--- src/rtl/input_buffer_pkg.sv ---
// Shared defaults and helpers for the router input buffer.
// The optional parity checker is enabled with INPUT_BUFFER_PARITY_CHECK_EN.
package input_buffer_pkg;

    localparam int DATA_WIDTH_DEF = 32;
    localparam int BUFFER_DEPTH   = 4;
    localparam int BUFFER_PTR_W   = 2;

    // Upstream registers its flit one cycle after sampling ready, so two free
    // slots are needed: one for the flit already in flight, one for the next.
    function automatic logic has_headroom(input int depth, input int occupancy);
        return (depth - occupancy) >= 2;
    endfunction

endpackage

--- src/rtl/parity_checker.sv ---
// Combinational even-parity checker over a whole flit (parity bit is the MSB).
// Reused by the network interface as well as the router input buffer.
module parity_checker #(
    parameter int WIDTH = 32
) (
    input  logic [WIDTH-1:0] data,
    output logic             error
);

    assign error = ^data;

endmodule

--- src/rtl/input_buffer.sv ---
// Router-to-router link receive FIFO with first-word-fall-through head flit.
// Define INPUT_BUFFER_PARITY_CHECK_EN to build the per-write parity checker.
module input_buffer
    import input_buffer_pkg::*;
#(
    parameter int DATA_WIDTH = DATA_WIDTH_DEF,
    parameter int DEPTH      = BUFFER_DEPTH,
    parameter int PTR_W      = BUFFER_PTR_W
) (
    input  logic                  clk,
    input  logic                  rst,
    input  logic                  valid_in,
    input  logic [DATA_WIDTH-1:0] data_in,
    output logic                  ready_out,
    input  logic                  read_en,
    output logic [DATA_WIDTH-1:0] data_out,
    output logic                  empty,
    output logic [PTR_W:0]        count,
    output logic                  overflow,
    output logic                  parity_err
);

    localparam logic [PTR_W:0] FULL_COUNT = (PTR_W+1)'(DEPTH);
    localparam logic [PTR_W:0] ONE_COUNT  = (PTR_W+1)'(1);

    logic [DATA_WIDTH-1:0] mem [DEPTH];

    logic [PTR_W-1:0] wr_ptr_reg;
    logic [PTR_W-1:0] rd_ptr_reg;
    logic [PTR_W:0]   count_reg;
    logic [PTR_W:0]   count_next;
    logic             ready_reg;
    logic             overflow_reg;
    logic             wr_accept;
    logic             rd_accept;
    logic             wr_drop;

    // A write into a full FIFO is still accepted when the head leaves the same cycle.
    always_comb begin
        rd_accept  = read_en && (count_reg != '0);
        wr_accept  = valid_in && ((count_reg != FULL_COUNT) || rd_accept);
        wr_drop    = valid_in && !wr_accept;
        count_next = count_reg;
        if (wr_accept && !rd_accept) begin
            count_next = count_reg + ONE_COUNT;
        end else if (!wr_accept && rd_accept) begin
            count_next = count_reg - ONE_COUNT;
        end
    end

    always_ff @(posedge clk or negedge rst) begin
        if (!rst) begin
            wr_ptr_reg   <= '0;
            rd_ptr_reg   <= '0;
            count_reg    <= '0;
            ready_reg    <= 1'b1;
            overflow_reg <= 1'b0;
        end else begin
            if (wr_accept) begin
                wr_ptr_reg <= wr_ptr_reg + 1'b1;
            end
            if (rd_accept) begin
                rd_ptr_reg <= rd_ptr_reg + 1'b1;
            end
            count_reg <= count_next;
            ready_reg <= has_headroom(DEPTH, int'(count_next));
            if (wr_drop) begin
                overflow_reg <= 1'b1;
            end
        end
    end

    // Storage is deliberately left out of reset.
    always_ff @(posedge clk) begin
        if (wr_accept) begin
            mem[wr_ptr_reg] <= data_in;
        end
    end

    assign data_out  = mem[rd_ptr_reg];
    assign empty     = (count_reg == '0);
    assign count     = count_reg;
    assign ready_out = ready_reg;
    assign overflow  = overflow_reg;

`ifdef INPUT_BUFFER_PARITY_CHECK_EN
    logic parity_bad;
    logic parity_err_reg;

    parity_checker #(
        .WIDTH (DATA_WIDTH)
    ) u_parity_checker (
        .data  (data_in),
        .error (parity_bad)
    );

    // Flagged flits are still stored; the error is a one-cycle notification only.
    always_ff @(posedge clk or negedge rst) begin
        if (!rst) begin
            parity_err_reg <= 1'b0;
        end else begin
            parity_err_reg <= wr_accept && parity_bad;
        end
    end

    assign parity_err = parity_err_reg;
`else
    assign parity_err = 1'b0;
`endif

endmodule

--- config.mk ---
export PLATFORM = sky130hd
export DESIGN_NAME = input_buffer
export DESIGN_NICKNAME = d
export VERILOG_FILES = /design/src/rtl/input_buffer_pkg.sv /design/src/rtl/parity_checker.sv /design/src/rtl/input_buffer.sv
export SDC_FILE = /design/constraint.sdc
export NUM_CORES = 1
export LEC_CHECK = 0
export CAP_MARGIN = 20
export CORE_UTILIZATION = 45
export CTS_CLUSTER_SIZE = 8
export DETAILED_ROUTE_END_ITERATION = 7
export PLACE_DENSITY = 0.66
export SLEW_MARGIN = 25
export SYNTH_ARGS = -nofsm -noshare
export SYNTH_HDL_FRONTEND = slang
export SYNTH_SLANG_ARGS = --single-unit
--- constraint.sdc ---
create_clock -name clk -period 2.85 [get_ports clk]
set_clock_uncertainty 0.15 [all_clocks]
set_input_delay 0.57 -clock clk [delete_from_list [all_inputs] [get_ports clk]]
set_output_delay 0.57 -clock clk [all_outputs]
set_load 0.02 [all_outputs]
Word level (Yosys, flattened, before mapping) --
Memory sizes are Yosys's and may differ from the RTL's. Index checks and enable logic that the tools add are counted.
Storage, ports and cells: register bits after elaboration 9, memory bits (writable) 128, input port bits 36, output and inout port bits 39, logic and storage cells 27, memories 1
Memory list:
- mem | depth 4, width 32, rd ports 1, clocked after memory_dff 0, wr ports 1, RTL line input_buffer.sv:26 | logic [DATA_WIDTH-1:0] mem [DEPTH];
Operators by class: add/sub/neg operators 5, $lt $le $gt $ge 1, equal/unequal tests 1, multiplexer cells 4, reductions and logical operators 10
Operator list (count):
- 2-to-1 mux 3 bit | 2
- logical AND 1 bit | 5
- adder 2 x 1 -> 2 bit, second input constant | 2
- greater-or-equal comparator 4 x 3 -> 1 bit, second input constant | 1
- subtractor 3 x 3 -> 4 bit, first input constant | 1
- adder 3 x 1 -> 3 bit, second input constant | 1
- logical NOT 3 bit | 1
- != test 3 bit, second input constant | 1
- nonzero test 3 bit | 1
- subtractor 3 x 1 -> 3 bit, second input constant | 1
- logical NOT 1 bit | 2
- 2-to-1 mux 1 bit | 2
- logical OR 1 bit | 1

Depth between registers and ports, before layout --
Gate-level depths: netlist of run 1.
word-level depth 10, depth in mapped cells 6, mapped depth without buffers 6

Worst setup path before layout of run 1 --
No wires, ideal clock.
kind register to register, start register count_reg[0], in the netlist count[0], end memory mem[0][0] in the netlist's numbering, enable pin, library setup time 392 ps, data arrival time 1915 ps, required time 2308 ps, path slack 392 ps, stages on the path, launching flop included 5, path buffers 0, clock period less this slack 2458 ps, path through dfrtp_1 inv_1 ha_1 nand3b_1 and3_1
On the way: cells in the longest elaborated chain, start to end 6, elaborated cells on any way between the ends 7, those cells by class 1 x eq/ne; 2 x mux; 4 x reduce/logical
Ends and longest elaborated chain:
- start: declaration | RTL line input_buffer.sv:30 | logic [PTR_W:0] count_reg;
- start signal: assignment | RTL line input_buffer.sv:65 | count_reg <= count_next;
- nonzero test 3 bit | RTL line input_buffer.sv:40 | rd_accept = read_en && (count_reg != '0);
- logical AND 1 bit | RTL line input_buffer.sv:40
- logical OR 1 bit * | RTL line input_buffer.sv:41 | wr_accept = valid_in && ((count_reg != FULL_COUNT) || rd_accept);
- logical AND 1 bit * | RTL line input_buffer.sv:41
- 2-to-1 mux 1 bit * | RTL line input_buffer.sv:75 | if (wr_accept) begin
- 2-to-1 mux 1 bit (not written as such) * | RTL line input_buffer.sv:76 | mem[wr_ptr_reg] <= data_in;
- end: declaration | RTL line input_buffer.sv:26
Every way passes the cells marked *; elsewhere a longest branch is shown, timed or not.

Worst setup path in the final report of run 1 --
start register rd_ptr_reg[0], end output port data_out[26]
On the way: cells in the longest elaborated chain, start to end 1
Ends and longest elaborated chain:
- start: declaration | RTL line input_buffer.sv:29 | logic [PTR_W-1:0] rd_ptr_reg;
- start signal: assignment | RTL line input_buffer.sv:63 | rd_ptr_reg <= rd_ptr_reg + 1'b1;
- memory (4 x 32 bit)
- end: declaration | RTL line input_buffer.sv:16 | output logic [DATA_WIDTH-1:0] data_out,
Every way passes these cells.

==> results of run 1 <==
-- critical path, delay by kind of cell, from the launching register on --
family,cells,cell delay (ns)
muxes,1,0.51
DFF,1,0.40
buffers and inverters,2,0.74
-- worst paths after layout --
kind / endpoint / slack, ns / cells after the start
worst min register to register: overflow$_DFFE_PN0P_ / 0.34 / 1
max in group asynchronous: rd_ptr_reg[1]$_DFFE_PN0N_ / 1.88 / 1
worst max register to register: mem[3][6]$_DFFE_PP_ / 0.81 / 5
min in group clk: overflow$_DFFE_PN0P_ / 0.34 / 1
worst min-delay path: rd_ptr_reg[1]$_DFFE_PN0N_ / 0.33 / 1
worst max-delay path: data_out[26] / 0.08 / 3
-- repair_timing --
| item | in CTS | in global routing |
|---|---|---|
| resized for setup | 13 | 20 |
| pin swaps | 0 | 0 |
| cloned | 0 | 0 |
| setup endpoints to repair | 16 | 20 |
| hold buffers | 0 | 0 |
-- kinds of logic (layout without fill, tap and decap cells) --
group	after synthesis	count (layout)	synth area share, %
mux	34	34	14.2
simple gates	17	17	1.87
xor+xnor	4	4	0.672
flops	137	137	78.0
fa+ha+maj	7	7	1.68
buf+inv	16	125	1.54
compound gates	13	13	1.92
other cells	1	1	0.0719
-- routing by layer --
layer | share of wire, % | vias up | wire (um) | global-route usage, %
met2 | 52 | 71 | 4610 | 26.7
met5 | 0 | - | 0 | 0
met3 | 5.3 | 4 | 476 | 5.99
met4 | 0.62 | 0 | 55 | 6.38
li1 | - | 1143 | - | -
met1 | 42 | 1290 | 3780 | 19.6
-- area by class of cell --
class / count / area share (%)
multi-input cells: 76 / 15.5
repair buffers: 87 / 14.4
well taps: 140 / 2.51
inverters: 6 / 0.323
flip-flops and latches: 137 / 58.4
clock inverters: 13 / 2.53
clock buffers: 19 / 6.21
-- cells in the final DEF (no fill, tap or decap), drive strengths merged, types with 7 or more instances in the layout --
cell | Yosys | routed
edfxtp | 128 | 128
clkdlybuf4s50 | 0 | 43
mux4 | 32 | 32
dlymetal6s2s | 0 | 19
clkbuf | 1 | 19
buf | 9 | 14
dlygate4sd2 | 0 | 11
dfrtp | 8 | 8
inv | 6 | 7
ha | 7 | 7
clkinv | 0 | 7
-- report_power, final --
group	switching [mW]	total [mW]	internal [mW]	leakage, nW
logic	1.33	2.69	1.36	0.968
clock network	0.762	2.22	1.46	0.296
registers	0.165	2.83	2.67	1.28
==> results.sh, run 1 <==
export IMPL_slowest_stage="clkdlybuf4s50_1"
export IMPL_post_route_util_pct=62.9
export IMPL_ys_ff_latch=137
export IMPL_dpl_cell_area_um2=6310
export IMPL_antenna_cells=0
export IMPL_antenna_left=0
export IMPL_p_total_mw=7.74
export IMPL_synthCells=229
export IMPL_grt_pass1_vias=2701
export IMPL_cp_slowest_stage_delay_ns=0.55
export IMPL_port_buffer_count=73
export IMPL_peakVddDrop_v=0.000594
export IMPL_hp_class="primary input to async pin"
export IMPL_grt_ovfl_total=0
export IMPL_grt_max_degree=20
export IMPL_dpl_hpwl_um=5660
export IMPL_h_tree_depth=4
export IMPL_io_pin_count=75
export IMPL_firstDrtPassIters=4
export IMPL_wl_per_cell_um=18.7
export IMPL_timing_fmax_mhz=361
export IMPL_drv_slew=0
export IMPL_die_width_um=110
export IMPL_synth_most_common_cell="edfxtp_1"
export IMPL_core_area_um2=11100
export IMPL_cts_buffers=17
export IMPL_routed_wl_um=8920
export IMPL_cp_cell_sequence="buf_12 > mux4_2 > clkdlybuf4s50_1"
export IMPL_numClockSinks=137
export IMPL_critPathKind="flip-flop to output pin"
export IMPL_final_cells=478
export IMPL_design_area_um2=6970
export IMPL_nets=368
export IMPL_status="finished clean"
export IMPL_clkTransAtPathRegs_ns=0.06
export IMPL_syn_to_final_growth_pct=33.7
export IMPL_power_density_nw_per_um2=1110
export IMPL_grt_antenna_before_repair=0
export IMPL_vias_per_cell=5.25
export IMPL_clockRootBuffer="clkbuf_16"
export IMPL_track_usage_pct=16.3
export IMPL_drc_errors=0
export IMPL_largest_reg_flops=128
export IMPL_synth_edf_count=128
export IMPL_cp_data_arrival_time_ns=2.05
export IMPL_netlist_cell_type_count=31
export IMPL_row_count=38
export IMPL_async_reset_ff_share_pct=6.57
export IMPL_start_util_pct=47.1
export IMPL_rsz0062_at_grt="no"
export IMPL_crit_fanout=15
export IMPL_synthTopCellsByCount="edfxtp_1, mux4_2, dfrtp_1, ha_1, inv_1"
export IMPL_yosysWarnings=0
export IMPL_finalCriticalPeriod_ns=2.77
export IMPL_cts_tree="done"
export IMPL_pre_cts_ws_ns=0.396
export IMPL_synth_top_flop_cell="edfxtp_1"
export IMPL_hold_viol=0
export IMPL_gp_congestion=0.705
export IMPL_syn_num_nets=272
export IMPL_synth_cell_area_um2=5220
export IMPL_tns_ns=0
export IMPL_drtIter0Drc=90
export IMPL_cap_violations=0
export IMPL_cp_required_ns=2.13
export IMPL_yosysTopAreaCellShare_pct=73.7
export IMPL_crit_path_start="rd_ptr_reg[0]$_DFFE_PN0N_"
export IMPL_worstSkewPairLatency_ns=0.40
export IMPL_syn_area_per_cell_um2=22.8
export IMPL_die_height_um=110
export IMPL_drive_gt1_share_pct=25.1
export IMPL_synth_seq_area_share_pct=78.0
export IMPL_setup_viol=0
export IMPL_synth_area_leaders="edfxtp_1, mux4_2, dfrtp_1, ha_1, xnor2_1"
export IMPL_setup_ws_ns=0.0792
export IMPL_finalCritPeriodShare_pct=97.2
export IMPL_num_vias=2508
export IMPL_power_leakage_nw=2.54
export IMPL_synth_top_area_cell="edfxtp_1"
export IMPL_start_kind="flip-flop"
export IMPL_dieArea_um2=12000
export IMPL_hold_slack_ns=0.333
export IMPL_final_seq_area_um2=4080
export IMPL_r2r_start="count[1]$_DFF_PN0_"
export IMPL_cts_max_path_buffers=2
export IMPL_grt_pass1_wl_um=13800
export IMPL_postCtsSetupBuffers=0
export IMPL_nFillCells=812
export IMPL_cp_end_kind="output pin"
export IMPL_dpl_cell_count=446
export IMPL_multi_input_area_um2=1080
Power figures use the tool's default switching activity.
==> run 2: changes to the inputs <==
Settings changed: CORE_MARGIN set to 3, HOLD_SLACK_MARGIN set to 0.02.
==> results.sh, run 2 (synthesis gave the netlist of run 1 again) <==
export IMPL_syn_to_final_growth_pct=30.6
export IMPL_crit_family="buffers and inverters"
export IMPL_nets=370
export IMPL_slowest_stage="clkdlybuf4s50_1"
export IMPL_setup_viol=0
export IMPL_grt_max_degree=24
export IMPL_tns_ns=0
export IMPL_h_tree_depth=4
export IMPL_cp_required_ns=2.13
export IMPL_cp_cell_sequence="buf_4 > mux4_2 > clkdlybuf4s50_1"
export IMPL_final_seq_area_um2=4070
export IMPL_hp_class="primary input to async pin"
export IMPL_hold_viol=0
export IMPL_power_leakage_nw=2.39
export IMPL_vias_per_cell=5.32
export IMPL_layout_common_cells="edfxtp_1, clkdlybuf4s50_1, mux4_2, dlygate4sd2_1, clkbuf_16"
export IMPL_status="finished clean"
export IMPL_design_area_um2=6810
export IMPL_cts_tree="done"
export IMPL_cp_end_kind="output pin"
export IMPL_clkTransAtPathRegs_ns=0.06
export IMPL_dieArea_um2=12900
export IMPL_io_pin_count=75
export IMPL_numClockSinks=137
export IMPL_cp_slowest_stage_delay_ns=0.55
export IMPL_multi_input_area_um2=1070
export IMPL_firstDrtPassIters=4
export IMPL_drtIter0Drc=155
export IMPL_cp_data_arrival_time_ns=2.06
export IMPL_cts_max_path_buffers=2
export IMPL_drive_gt1_share_pct=26.3
export IMPL_die_height_um=114
export IMPL_nFillCells=801
export IMPL_path_buf_inv=2
export IMPL_largest_reg_flops=128
export IMPL_regToRegEndpoint="mem[0][4]$_DFFE_PP_"
export IMPL_cap_violations=0
export IMPL_antenna_cells=0
export IMPL_crit_fanout=4
export IMPL_reg2reg_depth=5
export IMPL_die_width_um=114
export IMPL_r2r_start="count[1]$_DFF_PN0_"
export IMPL_cts_buffers=17
export IMPL_cts_hold_buf=0
export IMPL_critPathKind="flip-flop to output pin"
export IMPL_dpl_hpwl_um=5900
export IMPL_grt_antenna_before_repair=0
export IMPL_clockRootBuffer="clkbuf_16"
export IMPL_grt_pass1_wl_um=14700
export IMPL_drc_errors=0
export IMPL_power_density_nw_per_um2=1100
export IMPL_drv_slew=0
export IMPL_dpl_cell_count=446
export IMPL_final_cells=479
export IMPL_finalCritPeriodShare_pct=97.6
export IMPL_gp_congestion=0.683
export IMPL_peakVddDrop_v=0.000612
export IMPL_start_kind="flip-flop"
export IMPL_grt_ovfl_total=0
export IMPL_antenna_left=0
export IMPL_start_util_pct=47.1
export IMPL_finalCriticalPeriod_ns=2.78
export IMPL_timing_fmax_mhz=359
export IMPL_final_common_cell="edfxtp_1"
export IMPL_row_count=38
export IMPL_core_area_um2=11100
export IMPL_track_usage_pct=15.5
export IMPL_port_buffer_count=73
export IMPL_dpl_cell_area_um2=6240
export IMPL_routed_wl_um=9290
export IMPL_worstSkewPairLatency_ns=0.40
export IMPL_wl_per_cell_um=19.4
export IMPL_num_vias=2548
export IMPL_rsz0062_at_grt="no"
export IMPL_r2r_setup_slack_ns=0.76
export IMPL_grt_pass1_vias=2730
run 2: cell count changes in the layout (fill, tap and decap cells not counted), sizes merged:
cell          delta
dlygate4sd2     +14
dlymetal6s2s    -14
clkinvlp         +5
clkinv           -4
buf              +2
bufinv           -2
clkbuf           -2
inv              +2
run 2: how the worst max path moves through the flow:
stage          depth (start not counted)  slack [ns]             endpoint                       from
2_1_floorplan                          4        0.39  mem[0][0]$_DFFE_PP_         count[0]$_DFF_PN0_
3_3_place_gp                           3        0.31          data_out[5]  rd_ptr_reg[0]$_DFFE_PN0N_
3_5_place_dp                           3        0.31          data_out[5]  rd_ptr_reg[0]$_DFFE_PN0N_
4_1_cts                                3       0.002         data_out[25]  rd_ptr_reg[0]$_DFFE_PN0N_
5_1_grt                                3       0.005         data_out[16]  rd_ptr_reg[0]$_DFFE_PN0N_
6_report                               3        0.07         data_out[31]  rd_ptr_reg[0]$_DFFE_PN0N_
run 2: repair_timing:
item,in CTS,in global routing
buffers inserted,2,0
gates resized for setup,26,5
endpoints found under the setup margin,29,5
run 2: worst reg2reg max path, cell delays in order, from the launching register on:
cell and delay, ns:
dfrtp_1 0.45, inv_1 0.13, ha_2 0.24, nand3b_1 0.23, and3_2 0.23, buf_4 0.31
run 2: stage by stage:
stage               total power [mW]  setup WS, ns  util [%]  hold slack (ns)
floorplan                       4.43         0.392         -            0.124
global placement                5.57         0.315      56.3            0.313
detailed placement              5.62         0.306      56.3            0.319
CTS                             7.58       0.00187      61.4            0.329
global route                    7.83       0.00496      61.5            0.334
finish                          7.46        0.0681      61.5            0.319
run 2: report_power, final:
group	internal [mW]	total, mW	switching, mW
Sequential	2.67	2.82	0.157
Clock	1.29	2.09	0.803
Combinational	1.22	2.55	1.33
Total	5.17	7.46	2.29
run 2: cell type report:
cell class	count	area share (%)
well taps	140	2.57
clock buffers	17	6.24
repair buffers	89	13.1
flip-flops and latches	137	59.8
inverters	6	0.331
clock inverters	14	2.19
multi-input cells	76	15.8
run 2: routing by layer:
metal	up-vias	track usage (%)	share of wire, %
li1	1151	-	-
met4	0	4.57	0.79
met3	8	5.62	5.2
met5	-	0	0
met2	66	24.2	49
met1	1323	20.7	45
==> run 3: changes to the inputs <==
Settings changed: CORE_ASPECT_RATIO set to 0.7, RECOVER_POWER set to 25.
==> results.sh, run 3 (synthesis gave the netlist of run 1 again) <==
export IMPL_row_count=32
export IMPL_layout_common_cells="edfxtp_1, mux4_2, clkdlybuf4s50_1, dlygate4sd3_1, dlygate4sd2_1"
export IMPL_tns_ns=0
export IMPL_cp_slowest_stage_delay_ns=0.59
export IMPL_track_usage_pct=16.1
export IMPL_finalCritPeriodShare_pct=95.3
export IMPL_peakVddDrop_v=0.000534
export IMPL_status="finished clean"
export IMPL_timing_fmax_mhz=368
export IMPL_largest_reg_flops=128
export IMPL_die_height_um=96.1
export IMPL_grt_max_degree=26
export IMPL_rsz0062_at_grt="no"
export IMPL_numClockSinks=137
export IMPL_io_pin_count=75
export IMPL_dpl_hpwl_um=6020
export IMPL_setup_viol=0
export IMPL_dpl_cell_area_um2=6220
export IMPL_syn_to_final_growth_pct=30.0
export IMPL_cp_cell_sequence="inv_1 > ha_4 > nand2b_1 > inv_1 > clkdlybuf4s50_1"
export IMPL_firstDrtPassIters=4
export IMPL_core_area_um2=11200
export IMPL_post_cts_resized=19
export IMPL_hold_viol=0
export IMPL_postCtsSetupBuffers=0
export IMPL_routed_wl_um=9530
export IMPL_cts_tree="done"
export IMPL_reg2reg_depth=5
export IMPL_grt_ovfl_total=0
export IMPL_grt_antenna_before_repair=0
export IMPL_drc_errors=0
export IMPL_wl_per_cell_um=19.5
export IMPL_cts_buffers=17
export IMPL_die_width_um=135
export IMPL_clockRootBuffer="clkbuf_16"
export IMPL_num_vias=2557
export IMPL_cts_max_path_buffers=2
export IMPL_critPathKind="flip-flop to output pin"
export IMPL_grt_pass1_wl_um=14900
export IMPL_cts_hold_buf=0
export IMPL_vias_per_cell=5.23
export IMPL_path_buf_inv=3
export IMPL_met2WireLength_um=4620
export IMPL_drv_slew=0
export IMPL_port_buffer_count=73
export IMPL_design_area_um2=6780
export IMPL_start_util_pct=46.7
export IMPL_grt_pass1_vias=2743
export IMPL_cp_required_ns=2.13
export IMPL_cp_data_arrival_time_ns=1.99
export IMPL_cap_violations=0
export IMPL_cp_end_kind="output pin"
export IMPL_antenna_left=0
export IMPL_slowest_stage="clkdlybuf4s50_1"
export IMPL_finalCriticalPeriod_ns=2.71
export IMPL_final_cells=489
export IMPL_post_route_util_pct=60.7
export IMPL_gp_congestion=0.753
export IMPL_drtIter0Drc=193
export IMPL_clkTransAtPathRegs_ns=0.05
export IMPL_wl_met3_um=612
export IMPL_highest_layer="met4"
export IMPL_dieArea_um2=12900
export IMPL_path_common_cell="inv_1"
export IMPL_nFillCells=800
export IMPL_drive_gt1_share_pct=23.0
export IMPL_dpl_cell_count=456
export IMPL_worstSkewPairLatency_ns=0.40
export IMPL_final_common_cell="edfxtp_1"
export IMPL_met1_length_um=4180
export IMPL_power_leakage_nw=2.44
export IMPL_p_total_mw=7.35
export IMPL_h_tree_depth=4
export IMPL_crit_family="buffers and inverters"
export IMPL_hp_class="flip-flop to flip-flop"
export IMPL_cp_depth=5
export IMPL_start_kind="flip-flop"
export IMPL_power_density_nw_per_um2=1080
export IMPL_nets=365
export IMPL_crit_fanout=7
export IMPL_min_path_cells=1
[run 3: through the flow]
step | hold slack (ns) | worst slack, ns
final | 0.348 | 0.135
after global routing | 0.376 | 0.0252
after CTS | 0.321 | 0.00276
after detailed placement | 0.336 | 0.338
after global placement | 0.319 | 0.378
after floorplan | 0.124 | 0.392
[run 3: area by class of cell]
cell class,count,area [um^2],share of cell area (%)
clock buffer,26,479,7.07
timing repair buffer,84,876,12.9
tap,153,191,2.82
clock inverter,6,52.6,0.775
sequential,137,4070,60.1
inverter,6,22.5,0.332
multi-input combinational,76,1080,16.0
antenna,1,2.50,0.0369
[run 3: worst paths after layout]
path / slack, ns / start / to
max: 0.14 / count[0]$_DFF_PN0_ / empty
min: 0.35 / overflow$_DFFE_PN0P_ / overflow$_DFFE_PN0P_
max reg2reg: 0.80 / count[1]$_DFF_PN0_ / mem[1][4]$_DFFE_PP_
min reg2reg: 0.35 / overflow$_DFFE_PN0P_ / overflow$_DFFE_PN0P_
max in group asynchronous: 1.82 / rst / ready_out$_DFF_PN1_
min in group asynchronous: 0.40 / rst / rd_ptr_reg[0]$_DFFE_PN0N_
[run 3: per-layer routing]
layer	global-route usage, %	vias to the layer above
li1	-	1144
met3	5.69	14
met4	6.61	0
met2	24.6	75
met5	0	-
met1	21.3	1324
[run 3: where the power goes]
part / switching, mW / internal [mW] / total (mW)
Combinational: 1.34 / 1.23 / 2.57
Clock: 0.726 / 1.23 / 1.96
Sequential: 0.158 / 2.67 / 2.82
Total: 2.22 / 5.13 / 7.35
